## src/rtl/modulator_pkg.sv

```systemverilog
`default_nettype none
// ============================================================================
// Module      : modulator_pkg
// Description : Shared definitions for the multimode modulator: mode
//               encodings, FSM state encoding and the offset-binary
//               midscale helper.
// Revision    : 1.0 - initial release
// ============================================================================
package modulator_pkg;

  // Modulation mode encodings as seen on the mode input
  localparam logic [1:0] MODE_ASK  = 2'b00;
  localparam logic [1:0] MODE_BPSK = 2'b01;
  localparam logic [1:0] MODE_BFSK = 2'b10;
  localparam logic [1:0] MODE_OFF  = 2'b11;

  // Symbol FSM: IDLE waits for a bit, RUN emits SPS samples per bit
  typedef enum logic [0:0] {
    ST_IDLE = 1'b0,
    ST_RUN  = 1'b1
  } state_t;

  // Offset-binary midscale for a sample width: 2^(data_w-1)
  function automatic int unsigned midscale(input int unsigned data_w);
    return 32'd1 << (data_w - 32'd1);
  endfunction

endpackage
`default_nettype wire

```

## src/rtl/sine_lut.sv

```systemverilog
`default_nettype none
// ============================================================================
// Module      : sine_lut
// Description : Full-period sine ROM with a registered output. Entry k is
//               MID + round((MID-1) * sin(2*pi*k / 2^LUT_AW)), so every
//               value lies in 1 .. 2^DATA_W-1. Contents are computed when
//               the design is elaborated.
// Ports       : clk_fast  - sample clock (rising edge)
//               rst       - asynchronous active-low reset
//               addr      - phase address, LUT_AW bits
//               data      - table value, valid one cycle after addr
// Revision    : 1.0 - initial release
// ============================================================================
module sine_lut
  import modulator_pkg::*;
#(
  parameter int DATA_W = 8,
  parameter int LUT_AW = 6
) (
  input  logic              clk_fast,
  input  logic              rst,
  input  logic [LUT_AW-1:0] addr,
  output logic [DATA_W-1:0] data
);

  localparam int c_depth = 1 << LUT_AW;
  localparam int c_mid   = int'(midscale(DATA_W));

  // Symmetric round-half-away-from-zero keeps the table odd-symmetric
  // about midscale, which is what makes the BPSK inversion exact.
  function automatic logic [DATA_W-1:0] sine_entry(input int k);
    real v_ang;
    real v_amp;
    int  v_rnd;
    v_ang = 2.0 * 3.14159265358979323846 * real'(k) / real'(c_depth);
    v_amp = real'(c_mid - 1) * $sin(v_ang);
    if (v_amp >= 0.0) begin
      v_rnd = $rtoi(v_amp + 0.5);
    end else begin
      v_rnd = -$rtoi(0.5 - v_amp);
    end
    return DATA_W'(c_mid + v_rnd);
  endfunction

  logic [DATA_W-1:0] w_rom [c_depth];
  logic [DATA_W-1:0] r_data;

  generate
    for (genvar k = 0; k < c_depth; k++) begin : g_rom
      assign w_rom[k] = sine_entry(k);
    end
  endgenerate

  always_ff @(posedge clk_fast or negedge rst) begin
    if (!rst) begin
      r_data <= '0;
    end else begin
      r_data <= w_rom[addr];
    end
  end

  assign data = r_data;

endmodule
`default_nettype wire

```

## src/rtl/multimode_modulator.sv

```systemverilog
`default_nettype none
// ============================================================================
// Module      : multimode_modulator
// Description : Serial-bit to offset-binary sine modulator (ASK / BPSK /
//               BFSK / silent). Bits arrive on a ready/valid handshake; each
//               accepted bit is expanded into SPS samples, one per clk_fast
//               cycle, with internally generated symbol timing.
// Ports       : clk_fast    - sample clock (rising edge)
//               rst         - asynchronous active-low reset
//               mode        - 00 ASK, 01 BPSK, 10 BFSK, 11 silent
//               step0/step1 - per-sample phase increments (bit 0 / bit 1)
//               s_valid     - input bit valid
//               s_bit       - input bit
//               s_ready     - a bit can be accepted this cycle
//               m_wav       - modulated sample (offset binary)
//               m_valid     - m_wav carries a symbol sample
//               sym_strobe  - m_wav is sample 0 of a symbol
// Revision    : 1.0 - initial release
// ============================================================================
module multimode_modulator
  import modulator_pkg::*;
#(
  parameter int DATA_W = 8,
  parameter int LUT_AW = 6,
  parameter int SPS    = 16
) (
  input  logic              clk_fast,
  input  logic              rst,
  input  logic [1:0]        mode,
  input  logic [LUT_AW-1:0] step0,
  input  logic [LUT_AW-1:0] step1,
  input  logic              s_valid,
  input  logic              s_bit,
  output logic              s_ready,
  output logic [DATA_W-1:0] m_wav,
  output logic              m_valid,
  output logic              sym_strobe
);

  localparam int                c_cnt_w = $clog2(SPS);
  localparam logic [c_cnt_w-1:0] c_last = c_cnt_w'(SPS - 1);
  localparam logic [DATA_W-1:0] c_mid   = DATA_W'(midscale(DATA_W));

  // --------------------------------------------------------------------------
  // Symbol FSM and handshake
  // --------------------------------------------------------------------------
  state_t             r_state;
  state_t             w_next_state;
  logic [c_cnt_w-1:0] r_cnt;
  logic               w_ready;
  logic               w_accept;
  logic               w_last;

  // Symbol control latched at acceptance and held for the whole symbol
  logic               r_bit;
  logic [1:0]         r_mode;
  logic [LUT_AW-1:0]  r_step0;
  logic [LUT_AW-1:0]  r_step1;

  logic [LUT_AW-1:0]  r_phase;
  logic [LUT_AW-1:0]  w_step;

  always_comb begin
    w_next_state = r_state;
    w_ready      = 1'b0;
    w_last       = 1'b0;
    w_accept     = 1'b0;

    w_last   = (r_state == ST_RUN) && (r_cnt == c_last);
    // Ready on the final sample too, so symbols can run back to back
    w_ready  = (r_state == ST_IDLE) || (r_cnt == c_last);
    w_accept = s_valid && w_ready;

    case (r_state)
      ST_IDLE: begin
        if (w_accept) begin
          w_next_state = ST_RUN;
        end
      end
      ST_RUN: begin
        if (w_last && !w_accept) begin
          w_next_state = ST_IDLE;
        end
      end
      default: begin
        w_next_state = ST_IDLE;
      end
    endcase
  end

  assign s_ready = w_ready;

  always_ff @(posedge clk_fast or negedge rst) begin
    if (!rst) begin
      r_state <= ST_IDLE;
    end else begin
      r_state <= w_next_state;
    end
  end

  // Only a BFSK '1' uses step1; every other symbol advances by step0
  assign w_step = ((r_mode == MODE_BFSK) && r_bit) ? r_step1 : r_step0;

  always_ff @(posedge clk_fast or negedge rst) begin
    if (!rst) begin
      r_cnt   <= '0;
      r_bit   <= 1'b0;
      r_mode  <= MODE_OFF;
      r_step0 <= '0;
      r_step1 <= '0;
      r_phase <= '0;
    end else begin
      if (w_accept) begin
        r_bit   <= s_bit;
        r_mode  <= mode;
        r_step0 <= step0;
        r_step1 <= step1;
        r_cnt   <= '0;
      end else if (r_state == ST_RUN) begin
        r_cnt <= w_last ? '0 : r_cnt + c_cnt_w'(1);
      end

      // The phase keeps running across a back-to-back boundary using the
      // outgoing symbol's step, so BFSK frequency changes stay continuous.
      // An underflow parks it at 0 so the next burst starts at phase 0.
      if (r_state == ST_RUN) begin
        r_phase <= (w_last && !w_accept) ? '0 : r_phase + w_step;
      end else begin
        r_phase <= '0;
      end
    end
  end

  // --------------------------------------------------------------------------
  // Stage 1: phase address into the ROM plus the matching control sideband
  // --------------------------------------------------------------------------
  logic              r_s1_valid;
  logic              r_s1_strobe;
  logic              r_s1_bit;
  logic [1:0]        r_s1_mode;
  logic [DATA_W-1:0] w_lut;

  sine_lut #(
    .DATA_W (DATA_W),
    .LUT_AW (LUT_AW)
  ) u_sine_lut (
    .clk_fast (clk_fast),
    .rst      (rst),
    .addr     (r_phase),
    .data     (w_lut)
  );

  always_ff @(posedge clk_fast or negedge rst) begin
    if (!rst) begin
      r_s1_valid  <= 1'b0;
      r_s1_strobe <= 1'b0;
      r_s1_bit    <= 1'b0;
      r_s1_mode   <= MODE_OFF;
    end else begin
      r_s1_valid  <= (r_state == ST_RUN);
      r_s1_strobe <= (r_state == ST_RUN) && (r_cnt == '0);
      r_s1_bit    <= r_bit;
      r_s1_mode   <= r_mode;
    end
  end

  // --------------------------------------------------------------------------
  // Stage 2: map the table value by mode and register the outputs
  // --------------------------------------------------------------------------
  logic [DATA_W-1:0] w_lut_inv;
  logic [DATA_W-1:0] w_wav;
  logic [DATA_W-1:0] r_wav;
  logic              r_valid;
  logic              r_strobe;

  // 2*MID - s equals 2^DATA_W - s; with s >= 1 the DATA_W-bit wraparound
  // subtraction yields it exactly.
  assign w_lut_inv = '0 - w_lut;

  always_comb begin
    w_wav = c_mid;
    if (r_s1_valid) begin
      case (r_s1_mode)
        MODE_ASK:  w_wav = r_s1_bit ? w_lut : c_mid;
        MODE_BPSK: w_wav = r_s1_bit ? w_lut : w_lut_inv;
        MODE_BFSK: w_wav = w_lut;
        default:   w_wav = c_mid;
      endcase
    end
  end

  always_ff @(posedge clk_fast or negedge rst) begin
    if (!rst) begin
      r_wav    <= c_mid;
      r_valid  <= 1'b0;
      r_strobe <= 1'b0;
    end else begin
      r_wav    <= w_wav;
      r_valid  <= r_s1_valid;
      r_strobe <= r_s1_strobe;
    end
  end

  assign m_wav      = r_wav;
  assign m_valid    = r_valid;
  assign sym_strobe = r_strobe;

endmodule
`default_nettype wire

```

## config.mk

```make
export PLATFORM = sky130hd
export DESIGN_NAME = multimode_modulator
export DESIGN_NICKNAME = d
export VERILOG_FILES = /design/src/rtl/modulator_pkg.sv /design/src/rtl/sine_lut.sv /design/src/rtl/multimode_modulator.sv
export SDC_FILE = /design/constraint.sdc
export NUM_CORES = 1
export LEC_CHECK = 0
export CORE_MARGIN = 3
export CORE_UTILIZATION = 51
export CTS_BUF_LIST = sky130_fd_sc_hd__clkbuf_8
export CTS_CLUSTER_SIZE = 30
export DETAILED_ROUTE_END_ITERATION = 7
export PLACE_DENSITY_LB_ADDON = 0.15
export REMOVE_ABC_BUFFERS = 1
export SYNTH_ARGS = -nofsm -noshare
export SYNTH_HDL_FRONTEND = slang
export SYNTH_SLANG_ARGS = --single-unit
```

## constraint.sdc

```tcl
create_clock -name clk_fast -period 5.8 [get_ports clk_fast]
set_input_delay 1.16 -clock clk_fast [delete_from_list [all_inputs] [get_ports clk_fast]]
set_output_delay 1.16 -clock clk_fast [all_outputs]
set_load 0.1 [all_outputs]
```

==> run summary, run 1 <==
Leaving out fill and tap cells, the most frequent cell in the layout is sky130_fd_sc_hd__dfrtp_1. The run gives 2212 as the total number of vias. The logs give 0 for the remaining global-route overflow and 2.40 ns for the endpoint arrival time on the critical path. Once detail routing completed, the nets flagged for antenna violations numbered 0.

The count of placed standard cells in the final layout, fillers left out was 389; the largest net degree at the start of global routing was 50. The tools report the origin of the critical flop-to-flop path as r_phase[1]. The first global-routing pass estimated 9910 um of wire.

The placer's final routability congestion estimate was 0.867. The endpoint of the worst hold path was sym_strobe. The start-to-end type of the worst setup path is reg2out. For the number of endpoints with negative hold slack in the final report, the log shows 0. For the number of remaining DRC errors, the log shows 0. 0 antenna diodes ended up in the layout.

Walking the worst path, the cells encountered are ha_1 -> nand3_2 -> nand2_1 -> clkdlybuf4s50_1. In the layout the commonest cells are sky130_fd_sc_hd__dfrtp_1, sky130_fd_sc_hd__clkdlybuf4s50_1, sky130_fd_sc_hd__o21ai_0. Timing would allow up to 281 MHz. The length of the first detailed-routing pass in iterations is 4, and the internal reg-to-reg setup slack is 3.40 ns. The number of global-route vias before repair was 2059; the final total negative setup slack was 0 ns.

The clock net sink count was 49. The cell area that synthesis handed to floorplanning was 3050 um2. In this run the clock root is driven by a sky130_fd_sc_hd__clkbuf_8. The logs give 27 for the row count and 0 for the post-CTS setup-driven buffer insertion count. TritonCTS built the clock tree. Setup violations remaining at the end of the flow were counted as 0. The worst hold path was traced through 0 stages. The number of hold buffers added after cts is 0, and the placed wire-length estimate is 4000 um. Number of levels in the clock H-tree: 2.

Total instance count after detailed placement: 381. The startpoint identified for the worst hold timing path is r_s1_strobe. The final routed wirelength across all metal layers was 5650 um. The worst clock skew on the final layout is 0.00424 ns.

Setup repair after global routing left no endpoint under its margin. The max-slew violation total from the final report was 0; the total global-route track usage was 17.1%. The worst stage delay on the critical path is 1.14 ns, and the flip-flop and latch count after synthesis is 49.

In the synthesized netlist, the number of instances is 296. Counting the buffers created by CTS gives 5. Capturing element type of the critical path: an output port. The logs give 0 for the number of gates resized after cts and 0 for the warning count from the yosys run.

The floorplan step defined a die boundary enclosing 6940 um2. The buffer depth of the longest clock path was 2; the portion of synthesized cell area occupied by the leading cell type was 36.1%. For the finished layout, the period the worst path requires is 3.56 ns. In this run the count of I/O pins placed on the die edge is 29. From left edge to right edge, the die measures 83.3 um. The count of flip-flops with a built-in enable after synthesis came out at 0.

The depth of the most critical reg-to-reg path was 6. The detailed router finished its first iteration with 60 violations. Die span in y: 83.3 um.

Classification of the worst-slack hold path: reg2reg. Among all stages on the critical path, the largest delay is contributed by sky130_fd_sc_hd__clkdlybuf4s50_1. The initial utilization of the core area, before any placement, comes to 54.0%.

At the pin with the least slew margin, the transition time is 1.01 ns. The clock transition at the registers of the reported paths is 0.09 ns. Prevailing post-synth register cell: sky130_fd_sc_hd__dfrtp_1. The fraction of final layout cells sized beyond drive strength 1 was 12.3%; the number of maximum-capacitance violations was 0. STA classifies the critical path startpoint as a register. Terminus of the critical flop-to-flop path: u_sine_lut.data[2]. The relative slew slack was 32.5%; the post-synthesis to final-layout area growth was 11.2%.

For the worst setup path, the data required time is 4.64 ns. Initial antenna violation count: 0. The maximum net fanout on the critical path came out at 5. Average detailed-routed wire length per instance: 14.5 um.

The number of port buffers is 28. For this run, the post-layout net count is 349. The tools report the count of cell types in the netlist as 65.

The run finished with clean final reports. The clock reaches the later pin of the worst-skew pair after 0.30 ns. The share of the cycle needed by the critical path after routing is 61.4%, and the area of the core is 5640 um2. The final hold slack was 0.368 ns. Summed over all instances, the cell type with the most area after synthesis is sky130_fd_sc_hd__dfrtp_1.

The proportion of synthesized flip-flops having asynchronous set or reset was 100%. The detail-routed via count per cell was 5.69. Sequential cells were found to cover 40.5% of the synthesized design area. Post-synthesis area per instance: 10.3 um2. Yosys attributes the largest share of cell area to sky130_fd_sc_hd__dfrtp_1, sky130_fd_sc_hd__ha_1, sky130_fd_sc_hd__mux2_2, sky130_fd_sc_hd__dfstp_2, sky130_fd_sc_hd__mux2_1.
==> critical path: cells and delay by family, from the launching register on <==
family,cells,cell delay [ns]
buffers and inverters,1,1.14
flip-flops,1,0.41
AND/OR/NAND/NOR,2,0.32
adder cells (fa/ha/maj),1,0.23
==> layout make-up <==
cell class              instances  area (um2)
clock inverters                 3        17.5
clock buffers                   5        68.8
repair buffers                 29         283
fillers                       473        2250
multi-input cells             215        1640
flip-flops and latches         49        1230
well taps                      72        90.1
inverters                      16        60.1
==> registers in the layout, indices dropped and copies added (netlist names), 2 cells and up <==
register and flops:
u_sine_lut.data 8, r_s1_mode 2, r_cnt 4, m_wav 8, r_step0 6, r_step1 6
r_phase 6, r_mode 2
==> layer usage <==
metal  vias up  wire length [um]  track usage, %  part of all wire [%]
li1       1108                 -               -                     -
met3         7               209            3.08                   3.7
met2        39              2820            28.1                    50
met4         0                57            4.01                   1.0
met1      1058              2570            23.4                    45
met5         -                 0               0                     0
==> kinds of logic after synthesis <==
logic type	after synthesis	share of synthesized area, %
xor+xnor	2	0.575
mux	33	12.6
fa+ha+maj	15	6.41
flops	49	40.5
buf+inv	32	5.87
compound gates	79	17.2
simple gates	86	16.9
==> worst max path at each step <==
stage	startpoint	to	slack, ns
6_report	r_cnt[0]	s_ready	2.24
5_1_grt	r_cnt[1]	s_ready	2.09
4_1_cts	r_cnt[0]	s_ready	2.21
3_5_place_dp	r_cnt[0]	s_ready	2.56
3_3_place_gp	r_cnt[0]	s_ready	2.62
2_1_floorplan	r_cnt[0]	s_ready	3.23
==> cells in the mapped netlist, types with 2 or more instances <==
library cell and instances:
sky130_fd_sc_hd__dfrtp_1 44, sky130_fd_sc_hd__o21ai_0 20, sky130_fd_sc_hd__inv_1 16, sky130_fd_sc_hd__nor2_1 16, sky130_fd_sc_hd__ha_1 14, sky130_fd_sc_hd__mux2_2 14
sky130_fd_sc_hd__nor2b_1 13, sky130_fd_sc_hd__nand2_1 12, sky130_fd_sc_hd__a21oi_1 10, sky130_fd_sc_hd__mux2_1 10, sky130_fd_sc_hd__a211oi_1 7, sky130_fd_sc_hd__buf_2 7
sky130_fd_sc_hd__mux2i_1 7, sky130_fd_sc_hd__nand2b_1 7, sky130_fd_sc_hd__nor3_1 7, sky130_fd_sc_hd__nor3b_1 6, sky130_fd_sc_hd__a31oi_1 5, sky130_fd_sc_hd__dfstp_2 5
sky130_fd_sc_hd__a22oi_1 4, sky130_fd_sc_hd__buf_6 4, sky130_fd_sc_hd__o21ai_1 4, sky130_fd_sc_hd__a21boi_0 3, sky130_fd_sc_hd__a21o_1 3, sky130_fd_sc_hd__nand3_1 3
sky130_fd_sc_hd__o211ai_1 3, sky130_fd_sc_hd__o22ai_1 3, sky130_fd_sc_hd__o31ai_1 3, sky130_fd_sc_hd__a32oi_1 2, sky130_fd_sc_hd__buf_4 2, sky130_fd_sc_hd__mux4_2 2
sky130_fd_sc_hd__nand3b_1 2, sky130_fd_sc_hd__o221ai_1 2, sky130_fd_sc_hd__or2_1 2, sky130_fd_sc_hd__or2_2 2, sky130_fd_sc_hd__xor2_1 2
==> metrics by stage <==
stage | util, % | worst slack [ns] | area, um2
detailed placement | 58.5 | 2.56 | 3300
global route | 60.0 | 2.09 | 3390
CTS | 60.0 | 2.21 | 3390
finish | 60.0 | 2.24 | 3390
floorplan | - | 3.23 | 2930
global placement | 58.5 | 2.62 | 3300
Power of run 1 is not shown: default switching activity piles up to over one toggle a cycle in this logic, so the estimate is an artifact.
==> run 2: changes to the inputs <==
- clock period: 5.8 -> 3.11 ns (I/O delays scaled with it)
==> run summary, run 2 (synthesis results as in run 1) <==
The clock network latency to the later pin of the worst-skew pair was 0.29 ns (about the same). The transition time at the pin with the least slew margin works out to 1.05 ns (+0.0371 ns). The startpoint identified for the worst register-to-register timing path is r_mode[0]. STA classifies the critical path startpoint as a register.

The average detailed-routed wire length per instance is 14.8 um (+1.8%). The wire length of the first global-routing pass was 10300 um (+4.0%). The run gives 2212 (+7.4%) as the number of global-route vias before repair.

The count of placed standard cells in the final layout, fillers left out was 390 (+0.26%); the CTS buffer count was 5 (unchanged). For the placer's final routability congestion estimate, the log shows 0.846 (-2.5%). In this run the clock root is driven by a sky130_fd_sc_hd__clkbuf_8. Placed wire-length estimate: 4170 um (+4.4%). The fraction of final layout cells sized beyond drive strength 1 was 16.4% (+4.0 points); the count of final setup violators was 0 (unchanged).

The length of the first detailed-routing pass in iterations was 4 (unchanged); the top-level I/O count was 29 (unchanged). The post-CTS setup-driven buffer insertion count was 0 (unchanged); the shortest period the worst path allows was 2.35 ns. The endpoint arrival time on the critical path is 2.51 ns (+0.11 ns), and the row count is 27 (unchanged). The detail-routed via count per cell came out at 5.82 (+2.4%). The final net count is 350 (+0.29%), and the total number of vias is 2270 (+2.6%).

Post-synthesis to final-layout area growth: 12.2%. TritonCTS built the clock tree. The worst endpoint required time is 3.27 ns (-1.37 ns), and the post-route core utilization is 60.6% (+0.55 points). The die outline area was 6940 um2 (unchanged). Buffer depth of the longest clock path: 2 (unchanged). The worst hold path begins at r_s1_strobe. Post-layout instance area: 3420 um2 (+0.92%). The maximum net fanout on the critical path was 7 (+2); the horizontal die dimension was 83.3 um (unchanged). The logs give 0.00494 ns (+0.000709 ns) for the worst clock skew on the final layout and 71 (+18%) for the count of routing violations after the opening detailed-route iteration. The total instance count after detailed placement is 382 (+0.26%). The most common cell after layout, fill and taps aside is sky130_fd_sc_hd__dfrtp_1. The top cell types in the final layout, fill and taps aside, are sky130_fd_sc_hd__dfrtp_1, sky130_fd_sc_hd__o21ai_0, sky130_fd_sc_hd__inv_1, sky130_fd_sc_hd__nor2_1, sky130_fd_sc_hd__clkdlybuf4s50_1. The initial core utilization was 54.0% (unchanged); the initial antenna violation count was 0 (unchanged).

For the remaining global-route overflow, the log shows 0 (unchanged). The run finished with clean final reports. Final antenna diode count: 0 (unchanged). The largest net degree at the start of global routing was 50 (unchanged); the maximum frequency from static timing analysis was 425 MHz. Setup repair after global routing left no endpoint under its margin. For the number of remaining DRC errors, the log shows 0 (unchanged). STA classifies the critical path endpoint as a register.

The clock transition at the registers of the reported paths is 0.09 ns (about the same). The cell area after placement is 3280 um2 (-0.61%). In this run the worst hold path is classified as reg2reg. The number of levels in the clock H-tree is 2 (unchanged), and the final routed wirelength across all metal layers is 5770 um (+2.0%). The logs give 49 (unchanged) for the clock net sink count and 0 (unchanged) for the number of endpoints with negative hold slack in the final report. Total global-route track usage: 17.5% (+0.40 points).

For the number of maximum-capacitance violations, the log shows 0 (unchanged). The share of the cycle needed by the critical path after routing was 75.6%. The area of the core is 5640 um2 (unchanged).

The remaining antenna violation count after routing was 0 (unchanged). The run gives 30.0% (-2.5 points) as the relative slew slack. For the number of gates resized after cts, the log shows 0 (unchanged). Number of port buffers: 28 (unchanged). The start-to-end type of the worst setup path is reg2reg. The die span in y was 83.3 um (unchanged). The final total negative setup slack came out at 0 ns (unchanged).

The most critical setup path has its startpoint at r_mode[0]. The tools report the max-slew violation total from the final report as 0 (unchanged). Number of hold buffers added after cts: 0 (unchanged).
[run 2: cell count changes in the layout (fill, tap and decap cells not counted), sizes merged]
cell	delta
clkdlybuf4s50	-11
buf	+12
clkinv	-1
bufinv	+2
inv	-1
[run 2: final cells by class]
| class | instances | area, um2 |
|---|---|---|
| Tap cell | 72 | 90.1 |
| Clock inverter | 3 | 68.8 |
| Clock buffer | 5 | 68.8 |
| Multi-Input combinational cell | 215 | 1640 |
| Inverter | 16 | 60.1 |
| Timing Repair Buffer | 30 | 263 |
| Fill cell | 485 | 2220 |
| Sequential cell | 49 | 1230 |
[run 2: final timing paths]
| kind | end | slack, ns | depth (start not counted) |
|---|---|---|---|
| min in group asynchronous | m_wav[6] | 0.51 | 1 |
| max in group asynchronous | r_step1[4] | 1.96 | 1 |
| worst min-delay path | sym_strobe | 0.38 | 0 |
| worst max register to register | r_phase[5] | 0.76 | 7 |
| worst max-delay path | r_phase[5] | 0.76 | 7 |
| worst min register to register | sym_strobe | 0.38 | 0 |
[run 2: critical path: stages, from the launching register on]
cell and delay, ns:
sky130_fd_sc_hd__dfstp_2 0.57, sky130_fd_sc_hd__nand3b_2 0.22, sky130_fd_sc_hd__mux2_2 0.38, sky130_fd_sc_hd__ha_1 0.29
sky130_fd_sc_hd__a211oi_1 0.32, sky130_fd_sc_hd__o21a_1 0.21, sky130_fd_sc_hd__o22ai_1 0.08, sky130_fd_sc_hd__nor3b_1 0.15
[run 2: per-stage QoR]
stage / setup slack (ns) / hold WS (ns)
after floorplan: 0.968 / 0.326
after global placement: 0.806 / 0.339
after detailed placement: 0.785 / 0.357
after CTS: 0.755 / 0.379
after global routing: 0.524 / 0.386
final: 0.760 / 0.377
[run 2: layer usage]
layer / wire [um] / vias up / track usage, %
met2: 2850 / 75 / 29.8
met1: 2580 / 1074 / 22.9
met3: 279 / 4 / 2.98
met4: 53 / 0 / 4.46
met5: 0 / - / 0
li1: - / 1117 / -
Power of run 2 is left out for the same reason.
